[src/rtl/gray_seq_ctrl_if.sv]
`timescale 1ns/1ps
`default_nettype none
// ============================================================================
// Module      : gray_seq_ctrl_if
// Description : Bundle between the command/register logic (master) and the
//               Gray-counter sequencing controller (slave).
//               Command side : start, clear, abort, steps, div
//               Counter side : gray_in (counter output), cnt_en, cnt_rst
//               Status side  : busy, done, steps_left, err
// Revision    : 1.0 - initial release
// ============================================================================
interface gray_seq_ctrl_if #(
    parameter int N      = 4,
    parameter int STEP_W = 8,
    parameter int DIV_W  = 8
);
    logic              start;
    logic              clear;
    logic              abort;
    logic [STEP_W-1:0] steps;
    logic [DIV_W-1:0]  div;
    logic [N-1:0]      gray_in;
    logic              cnt_en;
    logic              cnt_rst;
    logic              busy;
    logic              done;
    logic [STEP_W-1:0] steps_left;
    logic              err;

    modport master (
        output start, clear, abort, steps, div, gray_in,
        input  cnt_en, cnt_rst, busy, done, steps_left, err
    );

    modport slave (
        input  start, clear, abort, steps, div, gray_in,
        output cnt_en, cnt_rst, busy, done, steps_left, err
    );
endinterface
`default_nettype wire

[src/rtl/gray_seq_ctrl.sv]
`timescale 1ns/1ps
`default_nettype none
// ============================================================================
// Module      : gray_seq_ctrl
// Description : Sequencing controller for an N-bit Gray counter. Issues a
//               programmed number of clk_en pulses at a programmable period,
//               pulses done on normal completion, and can reset the counter.
//               Optional transition checker enabled by `GRAY_SEQ_CHECK_EN.
// Ports       : clk  - system clock
//               rst  - asynchronous, active-low reset
//               bus  - gray_seq_ctrl_if.slave (command, counter, status)
// Revision    : 1.0 - initial release
// ============================================================================
module gray_seq_ctrl #(
    parameter int N      = 4,
    parameter int STEP_W = 8,
    parameter int DIV_W  = 8
) (
    input  wire            clk,
    input  wire            rst,
    gray_seq_ctrl_if.slave bus
);

    typedef enum logic [1:0] {
        ST_IDLE = 2'd0,
        ST_CLR  = 2'd1,
        ST_RUN  = 2'd2,
        ST_DONE = 2'd3
    } state_t;

    state_t            r_state, w_state_nxt;
    logic [DIV_W-1:0]  r_presc, w_presc_nxt;
    logic [DIV_W-1:0]  r_div, w_div_nxt;
    logic [STEP_W-1:0] r_steps_left, w_steps_left_nxt;
    logic              r_cnt_en, w_cnt_en_nxt;
    logic              r_cnt_rst, w_cnt_rst_nxt;
    logic              r_busy, w_busy_nxt;
    logic              r_done, w_done_nxt;
    logic              r_clr_phase, w_clr_phase_nxt;
    logic              w_clr_exit;

    always_ff @(posedge clk or negedge rst) begin
        if (!rst) begin
            r_state      <= ST_IDLE;
            r_presc      <= '0;
            r_div        <= '0;
            r_steps_left <= '0;
            r_cnt_en     <= 1'b0;
            r_cnt_rst    <= 1'b1;
            r_busy       <= 1'b0;
            r_done       <= 1'b0;
            r_clr_phase  <= 1'b0;
        end else begin
            r_state      <= w_state_nxt;
            r_presc      <= w_presc_nxt;
            r_div        <= w_div_nxt;
            r_steps_left <= w_steps_left_nxt;
            r_cnt_en     <= w_cnt_en_nxt;
            r_cnt_rst    <= w_cnt_rst_nxt;
            r_busy       <= w_busy_nxt;
            r_done       <= w_done_nxt;
            r_clr_phase  <= w_clr_phase_nxt;
        end
    end

    always_comb begin
        w_state_nxt      = r_state;
        w_presc_nxt      = r_presc;
        w_div_nxt        = r_div;
        w_steps_left_nxt = r_steps_left;
        w_cnt_en_nxt     = 1'b0;
        w_cnt_rst_nxt    = 1'b1;
        w_clr_phase_nxt  = 1'b0;
        w_clr_exit       = 1'b0;

        case (r_state)
            ST_IDLE: begin
                if (bus.clear) begin
                    w_state_nxt   = ST_CLR;
                    w_cnt_rst_nxt = 1'b0;
                end else if (bus.start) begin
                    w_div_nxt        = bus.div;
                    w_presc_nxt      = bus.div;
                    w_steps_left_nxt = bus.steps;
                    w_state_nxt      = (bus.steps != '0) ? ST_RUN : ST_DONE;
                end
            end

            // Counter reset is held low for the entry cycle and one more.
            ST_CLR: begin
                if (r_clr_phase) begin
                    w_state_nxt = ST_IDLE;
                    w_clr_exit  = 1'b1;
                end else begin
                    w_clr_phase_nxt = 1'b1;
                    w_cnt_rst_nxt   = 1'b0;
                end
            end

            // DONE is entered together with the final pulse so that the
            // registered done output lands right after that pulse cycle.
            ST_RUN: begin
                if (bus.abort) begin
                    w_state_nxt = ST_IDLE;
                end else if (r_presc == '0) begin
                    w_cnt_en_nxt     = 1'b1;
                    w_presc_nxt      = r_div;
                    w_steps_left_nxt = r_steps_left - STEP_W'(1);
                    if (r_steps_left == STEP_W'(1)) begin
                        w_state_nxt = ST_DONE;
                    end
                end else begin
                    w_presc_nxt = r_presc - DIV_W'(1);
                end
            end

            ST_DONE: begin
                w_state_nxt = ST_IDLE;
            end

            default: begin
                w_state_nxt = ST_IDLE;
            end
        endcase

        // busy tracks the CLR window exactly and covers a run up to its last
        // pulse; it drops on the same edge that takes the run back to IDLE.
        w_busy_nxt = (w_state_nxt == ST_CLR) ||
                     ((r_state == ST_RUN) && (w_state_nxt != ST_IDLE));
        w_done_nxt = (r_state == ST_DONE);
    end

    assign bus.cnt_en     = r_cnt_en;
    assign bus.cnt_rst    = r_cnt_rst;
    assign bus.busy       = r_busy;
    assign bus.done       = r_done;
    assign bus.steps_left = r_steps_left;

`ifdef GRAY_SEQ_CHECK_EN
    localparam logic [N-1:0] c_GRAY_RST = {1'b1, {(N-1){1'b0}}};

    logic         r_en_d1;
    logic         r_clr_exit_d;
    logic         r_err;
    logic [N-1:0] r_prev;
    logic [N-1:0] w_diff;
    logic         w_multi;

    // More than one set bit in the XOR means an illegal Gray step.
    assign w_diff  = bus.gray_in ^ r_prev;
    assign w_multi = (w_diff & (w_diff - N'(1))) != '0;

    // A pulse in cycle T updates the counter at edge T+1; the sample is
    // taken at edge T+2, when gray_in has settled on the new code.
    always_ff @(posedge clk or negedge rst) begin
        if (!rst) begin
            r_en_d1      <= 1'b0;
            r_clr_exit_d <= 1'b0;
            r_err        <= 1'b0;
            r_prev       <= c_GRAY_RST;
        end else begin
            r_en_d1      <= r_cnt_en;
            r_clr_exit_d <= w_clr_exit;
            if (r_state == ST_CLR) begin
                r_err <= 1'b0;
            end else if (r_clr_exit_d) begin
                r_prev <= bus.gray_in;
                if (bus.gray_in != c_GRAY_RST) begin
                    r_err <= 1'b1;
                end
            end else if (r_en_d1) begin
                r_prev <= bus.gray_in;
                if (w_multi) begin
                    r_err <= 1'b1;
                end
            end
        end
    end

    assign bus.err = r_err;
`else
    logic [N:0] w_unused_chk;
    assign w_unused_chk = {bus.gray_in, w_clr_exit};
    assign bus.err      = 1'b0;
`endif

endmodule
`default_nettype wire

[src/flat_wrapper.sv]
// flat-port wrapper written by rule: the top's interface ports become plain ports
module gray_seq_ctrl_flat 
#(
    parameter int N      = 4,
    parameter int STEP_W = 8,
    parameter int DIV_W  = 8
)
  (clk, rst, bus_start, bus_clear, bus_abort, bus_steps, bus_div, bus_gray_in, bus_cnt_en, bus_cnt_rst, bus_busy, bus_done, bus_steps_left, bus_err);
  gray_seq_ctrl_if #(.N(N), .STEP_W(STEP_W), .DIV_W(DIV_W)) bus_i ();
  input  wire clk;
  input  wire rst;
  input wire logic [$bits(bus_i.start)-1:0] bus_start;
  input wire logic [$bits(bus_i.clear)-1:0] bus_clear;
  input wire logic [$bits(bus_i.abort)-1:0] bus_abort;
  input wire logic [$bits(bus_i.steps)-1:0] bus_steps;
  input wire logic [$bits(bus_i.div)-1:0] bus_div;
  input wire logic [$bits(bus_i.gray_in)-1:0] bus_gray_in;
  output wire logic [$bits(bus_i.cnt_en)-1:0] bus_cnt_en;
  output wire logic [$bits(bus_i.cnt_rst)-1:0] bus_cnt_rst;
  output wire logic [$bits(bus_i.busy)-1:0] bus_busy;
  output wire logic [$bits(bus_i.done)-1:0] bus_done;
  output wire logic [$bits(bus_i.steps_left)-1:0] bus_steps_left;
  output wire logic [$bits(bus_i.err)-1:0] bus_err;
  assign bus_i.start = bus_start;
  assign bus_i.clear = bus_clear;
  assign bus_i.abort = bus_abort;
  assign bus_i.steps = bus_steps;
  assign bus_i.div = bus_div;
  assign bus_i.gray_in = bus_gray_in;
  assign bus_cnt_en = bus_i.cnt_en;
  assign bus_cnt_rst = bus_i.cnt_rst;
  assign bus_busy = bus_i.busy;
  assign bus_done = bus_i.done;
  assign bus_steps_left = bus_i.steps_left;
  assign bus_err = bus_i.err;
  gray_seq_ctrl #(.N(N), .STEP_W(STEP_W), .DIV_W(DIV_W)) u_core (.clk(clk), .rst(rst), .bus(bus_i));
endmodule
[config.mk]
export PLATFORM = sky130hd
export DESIGN_NAME = gray_seq_ctrl_flat
export DESIGN_NICKNAME = d
export VERILOG_FILES = /design/src/rtl/gray_seq_ctrl_if.sv /design/src/rtl/gray_seq_ctrl.sv /design/src/flat_wrapper.sv
export SDC_FILE = /design/constraint.sdc
export NUM_CORES = 1
export LEC_CHECK = 0
export CAP_MARGIN = 10
export CORE_MARGIN = 2
export CORE_UTILIZATION = 46
export DETAILED_ROUTE_END_ITERATION = 16
export PLACE_DENSITY_LB_ADDON = 0.25
export SLEW_MARGIN = 0
export SYNTH_ARGS = -nofsm -noshare
export SYNTH_HDL_FRONTEND = slang
export SYNTH_SLANG_ARGS = --single-unit
[constraint.sdc]
create_clock -name clk -period 1.8 [get_ports clk]
set_clock_uncertainty 0.05 [all_clocks]
set_input_delay 0.54 -clock clk [delete_from_list [all_inputs] [get_ports clk]]
set_output_delay 0.54 -clock clk [all_outputs]
set_load 0.02 [all_outputs]
---- Yosys cells after proc, flatten, opt, wreduce, memory -nomap -nowiden ----
Index checks and enable logic that the tools add are counted.
word-level totals
  register bits ........................... 31
  input bits .............................. 25
  output and inout port bits .............. 13
  word-level logic and storage cells ...... 57
operators by class
  add/subtract/negate cells ............... 2
  eq/ne operators ......................... 9
  multiplexer cells ....................... 26
  bitwise gates (word level) .............. 1
  reduce and logical (&&, ||, !) cells .... 10
operators by type and width
  kind                 number
  $mux 8               8
  $pmux 8 s2           2
  $sub 8x1->8 const B  2
  $mux 2               6
  $eq 8x1->1 const B   1
  $logic_not 8->1      1
  $mux 1               8
  $pmux 2 s4           1
  $reduce_bool 8->1    1
  $ne 2x2->1 const B   3
  $reduce_and 5->1     1
  $eq 2x1->1 const B   2
  $eq 2x2->1 const B   2
  $reduce_and 4->1     1
  $reduce_bool 2->1    2
  $reduce_and 3->1     1
  $logic_not 2->1      1
  $ne 2x1->1 const B   1
  $pmux 1 s2           1
  $logic_and 1x1->1    1
  $logic_or 1x1->1     1
  $not 1->1            1

---- Logic depth before layout (Yosys ltp) ----
  word-level depth ........................ 8
  depth in mapped cells ................... 7
  gate-level depth less buffers ........... 7

---- Worst setup path before layout ----
No wires, ideal clock.
  path type ............................... reg2reg
  from .................................... reg u_core.r_steps_left[2] (netlist: u_core.bus.steps_left[2])
  to ...................................... reg u_core.r_steps_left[7] (netlist: u_core.bus.steps_left[7])
  library setup time ...................... 0.126 ns
  arrival ................................. 1.556 ns
  required time ........................... 1.624 ns
  setup slack ............................. 0.067 ns
  cell stages (with the launch flop) ...... 6
  buffers on the path ..................... 0
  period minus slack after synthesis ...... 1.733 ns
  cells stage by stage .................... dfrtp_1 -> or4_4 -> nor4_2 -> nand4_1 -> o21ai_0 -> a21oi_1
between the ends
  cells in the longest elaborated chain, start to end .. 4
ends and longest elaborated chain
  element                 RTL line              RTL
  start, declared         gray_seq_ctrl.sv:34   logic [STEP_W-1:0] r_steps_left, w_steps_left_nxt;
  start signal, assigned  gray_seq_ctrl.sv:57   r_steps_left <= w_steps_left_nxt;
  $sub 8x1->8             gray_seq_ctrl.sv:108  w_steps_left_nxt = r_steps_left - STEP_W'(1);
  $mux 8                  gray_seq_ctrl.sv:105  end else if (r_presc == '0) begin
  $mux 8                  gray_seq_ctrl.sv:103  if (bus.abort) begin
  $pmux 8 s2              gray_seq_ctrl.sv:76   case (r_state)
Every way passes these cells. The select of a mux whose other input is x is not followed.
A chain may end at the register's enable or synchronous reset.

---- Worst setup path in the final report ----
Ends and elaborated chain as after synthesis.

==> results.toml <==
[synth]
synth_top_area_cell = "dfrtp_1"
yosysTopAreaCellShare_pct = 41.58
synth_ff_type = "dfrtp_1"
synthDistinctLibCells = 52
synth_edf_count = 0
async_flop_share_pct = 100.0
synthTopCellsByArea = "dfrtp_1 (42%), mux2_2 (4.4%), a21oi_1 (3.9%)"
yosys_warnings = 0
syn_nets = 220
ys_seq_area_share_pct = 43.04
syn-cell-area_um2 = 1805
synth.avg_cell_area_um2 = 9.453
netlist_instances = 191
synth_seq_cells = 31

[layout]
final_layout_size_suffix_gt1_share_pct = 28.34
final_cell_area_um2 = 2534
layout_common_cells = "dfrtp_1 (30), buf_4 (24), clkdlybuf4s50_1 (18)"
nets = 276
final_util_pct = 68.18
n_antenna_cell = 0
areaGrowthSynthToFinish_pct = 40.33
layout_commonest_cell = "dfrtp_1"
fin_cells = 295

[placement]
placed_cells = 281
post-place-ws_ns = -0.3389
io_buffers = 32
hpwl_mm = 3.073
place_congestion = 0.8529
placed_area_um2 = 2312

[global_route]
grt_pass1_vias = 1598
grt_first_pass_wirelength_mm = 7.583
grt_usage_pct = 23.03
grt.overflow.total = 0
grt_max_degree = 32
antenna_found_initial = 0

[critical_path]
critPathTopFamily = "simple AND/OR/NAND/NOR gates"
cp.depth = 5
cp.buffers_inverters = 0
crit_required_ns = 1.92
critPathMaxStageDelay_ns = 0.61
crit_type = "reg -> reg"
critPathSlowestCell = "or4_4"
cp.arrival_ns = 1.89
path_cells = "or4_4 -> nor4_4 -> nand4_1 -> o21ai_0 -> a21oi_1"
r2r_cells = 5
cp-end-kind = "flop"
startpoint_type = "flop"
cp_max_fo = 6

[timing]
rsz0062_at_grt = "true"
period_share_pct = 98.62
setup_viol = 0
hold_violations = 0
slew_violations = 0
fmax_mhz = 563.3
setup_ws_ns = 0.02479
min_period_ns = 1.775

[clocking]
h-tree-depth = 2
cts.sinks = 31
insertion_delay_ns = 0.29
cts_root_buffer = "clkbuf_8"
clock_path_buffers = 2
clk_pin_slew_ns = 0.06
cts_hold_buffers = 0
cts_buffers = 5
cts_tree = "done"

[worst_hold_path]
hold_path_class = "reg -> reg"
hold_depth = 1

[detailed_routing]
routed_wl_mm = 4.491
vias_per_cell = 5.597
drt_pre_antenna_iters = 4
ant_nets = 0
avgRoutedWirePerCell_um = 15.22
drcViolationCount = 0
dr.first_iter.drc_count = 199
dr_total_vias = 1651

[floorplan]
io_pins = 38
core_area_um2 = 3716
die_area_um2 = 4442
fp.dieW_um = 66.65
start_util_pct = 48.59
fp.dieH_um = 66.65
core.rowCount = 22

[power]
power_mw = 3.631
p_per_area_nw_per_um2 = 1433
vdd_drop_max_uv = 804.4
p_leak_nw = 1.101

[run]
drv_cap = 0

[run_status]
outcome = "finished clean"
## synth_stat cells, types with 2 or more instances
| library cell | count |
|---|---|
| o22ai_1 | 4 |
| nor4_1 | 4 |
| a31o_2 | 2 |
| o211ai_1 | 3 |
| ha_1 | 4 |
| inv_1 | 10 |
| nand3_1 | 5 |
| nor2b_1 | 2 |
| dfrtp_1 | 30 |
| nor3b_1 | 3 |
| a21oi_1 | 14 |
| o31ai_1 | 2 |
| nand3b_1 | 2 |
| mux2_2 | 7 |
| buf_2 | 5 |
| nor3_1 | 6 |
| xnor2_1 | 2 |
| clkbuf_1 | 3 |
| o41ai_1 | 2 |
| nand2_1 | 15 |
| mux2i_1 | 2 |
| a21oi_2 | 3 |
| nand4_1 | 3 |
| nor2_1 | 15 |
| o21ai_0 | 10 |
| a31oi_1 | 7 |
## cell families (layout without fill, tap and decap cells)
logic type                 after synthesis  count (layout)  synth area share [%]
AOI/OAI and AO/OA                       56              56                 20.72
xor gates and xnor gates                 2               2                0.9704
adders and majority gates                4               4                 2.772
buffers and inverters                   22              78                 5.613
DFF                                     31              31                 43.04
muxes                                    9               9                 5.475
other                                    1               1                0.2077
and+or+nand+nor                         66              66                 21.20
## what timing repair did
action / CTS / global route
pin swaps: 1 / 8
endpoints found under the hold margin: 0 / 0
gates resized for setup: 15 / 23
setup buffers: 2 / 4
gates cloned: 1 / 0
setup endpoints to repair: 25 / 21
## layer usage
layer	track usage, %	vias up	wire, µm
met4	7.653	0	71
met2	38.38	43	2159
li1	-	811	-
met3	5.743	7	241
met5	0	-	0
met1	29.08	790	2019
## sequential cells by signal, summed over array words and instances, names as in the netlist
name	count
u_core.r_presc	8
u_core.r_clr_phase	1
u_core.r_state	2
u_core.bus.busy	1
u_core.bus.steps_left	8
u_core.bus.cnt_en	1
u_core.r_div	8
u_core.bus.done	1
u_core.bus.cnt_rst	1
## metrics by stage
stage,TNS [ns],hold WS [ns]
after global routing,-0.3254,0.4265
after detailed placement,-6.536,0.4010
after global placement,-5.757,0.3821
after CTS,0,0.4082
after floorplan,0,0.1944
final,0,0.4008
## power breakdown
part           total (mW)  internal, mW  switching (mW)
logic                1.67         0.832           0.839
clock network       0.559         0.300           0.259
registers            1.40          1.02           0.378
## path summary, 6_finish.rpt
path | from | slack (ns) | end
max reg2reg | u_core.bus.steps_left[2] | 0.02 | u_core.bus.steps_left[7]
max in group asynchronous | rst | 0.88 | u_core.bus.cnt_rst
min | u_core.r_clr_phase | 0.40 | u_core.r_clr_phase
max | u_core.bus.steps_left[2] | 0.02 | u_core.bus.steps_left[7]
min in group asynchronous | rst | 0.59 | u_core.bus.cnt_en
min reg2reg | u_core.r_clr_phase | 0.40 | u_core.r_clr_phase
## area by class of cell
class	instances	area [µm²]
fill	305	1182
clock buffer	6	82.58
multi-input combinational	138	1003
clock inverter	1	5.005
timing repair buffer	61	568.0
tap	48	60.06
sequential	31	777.0
inverter	10	37.54
(Power assumes the default switching activity.)
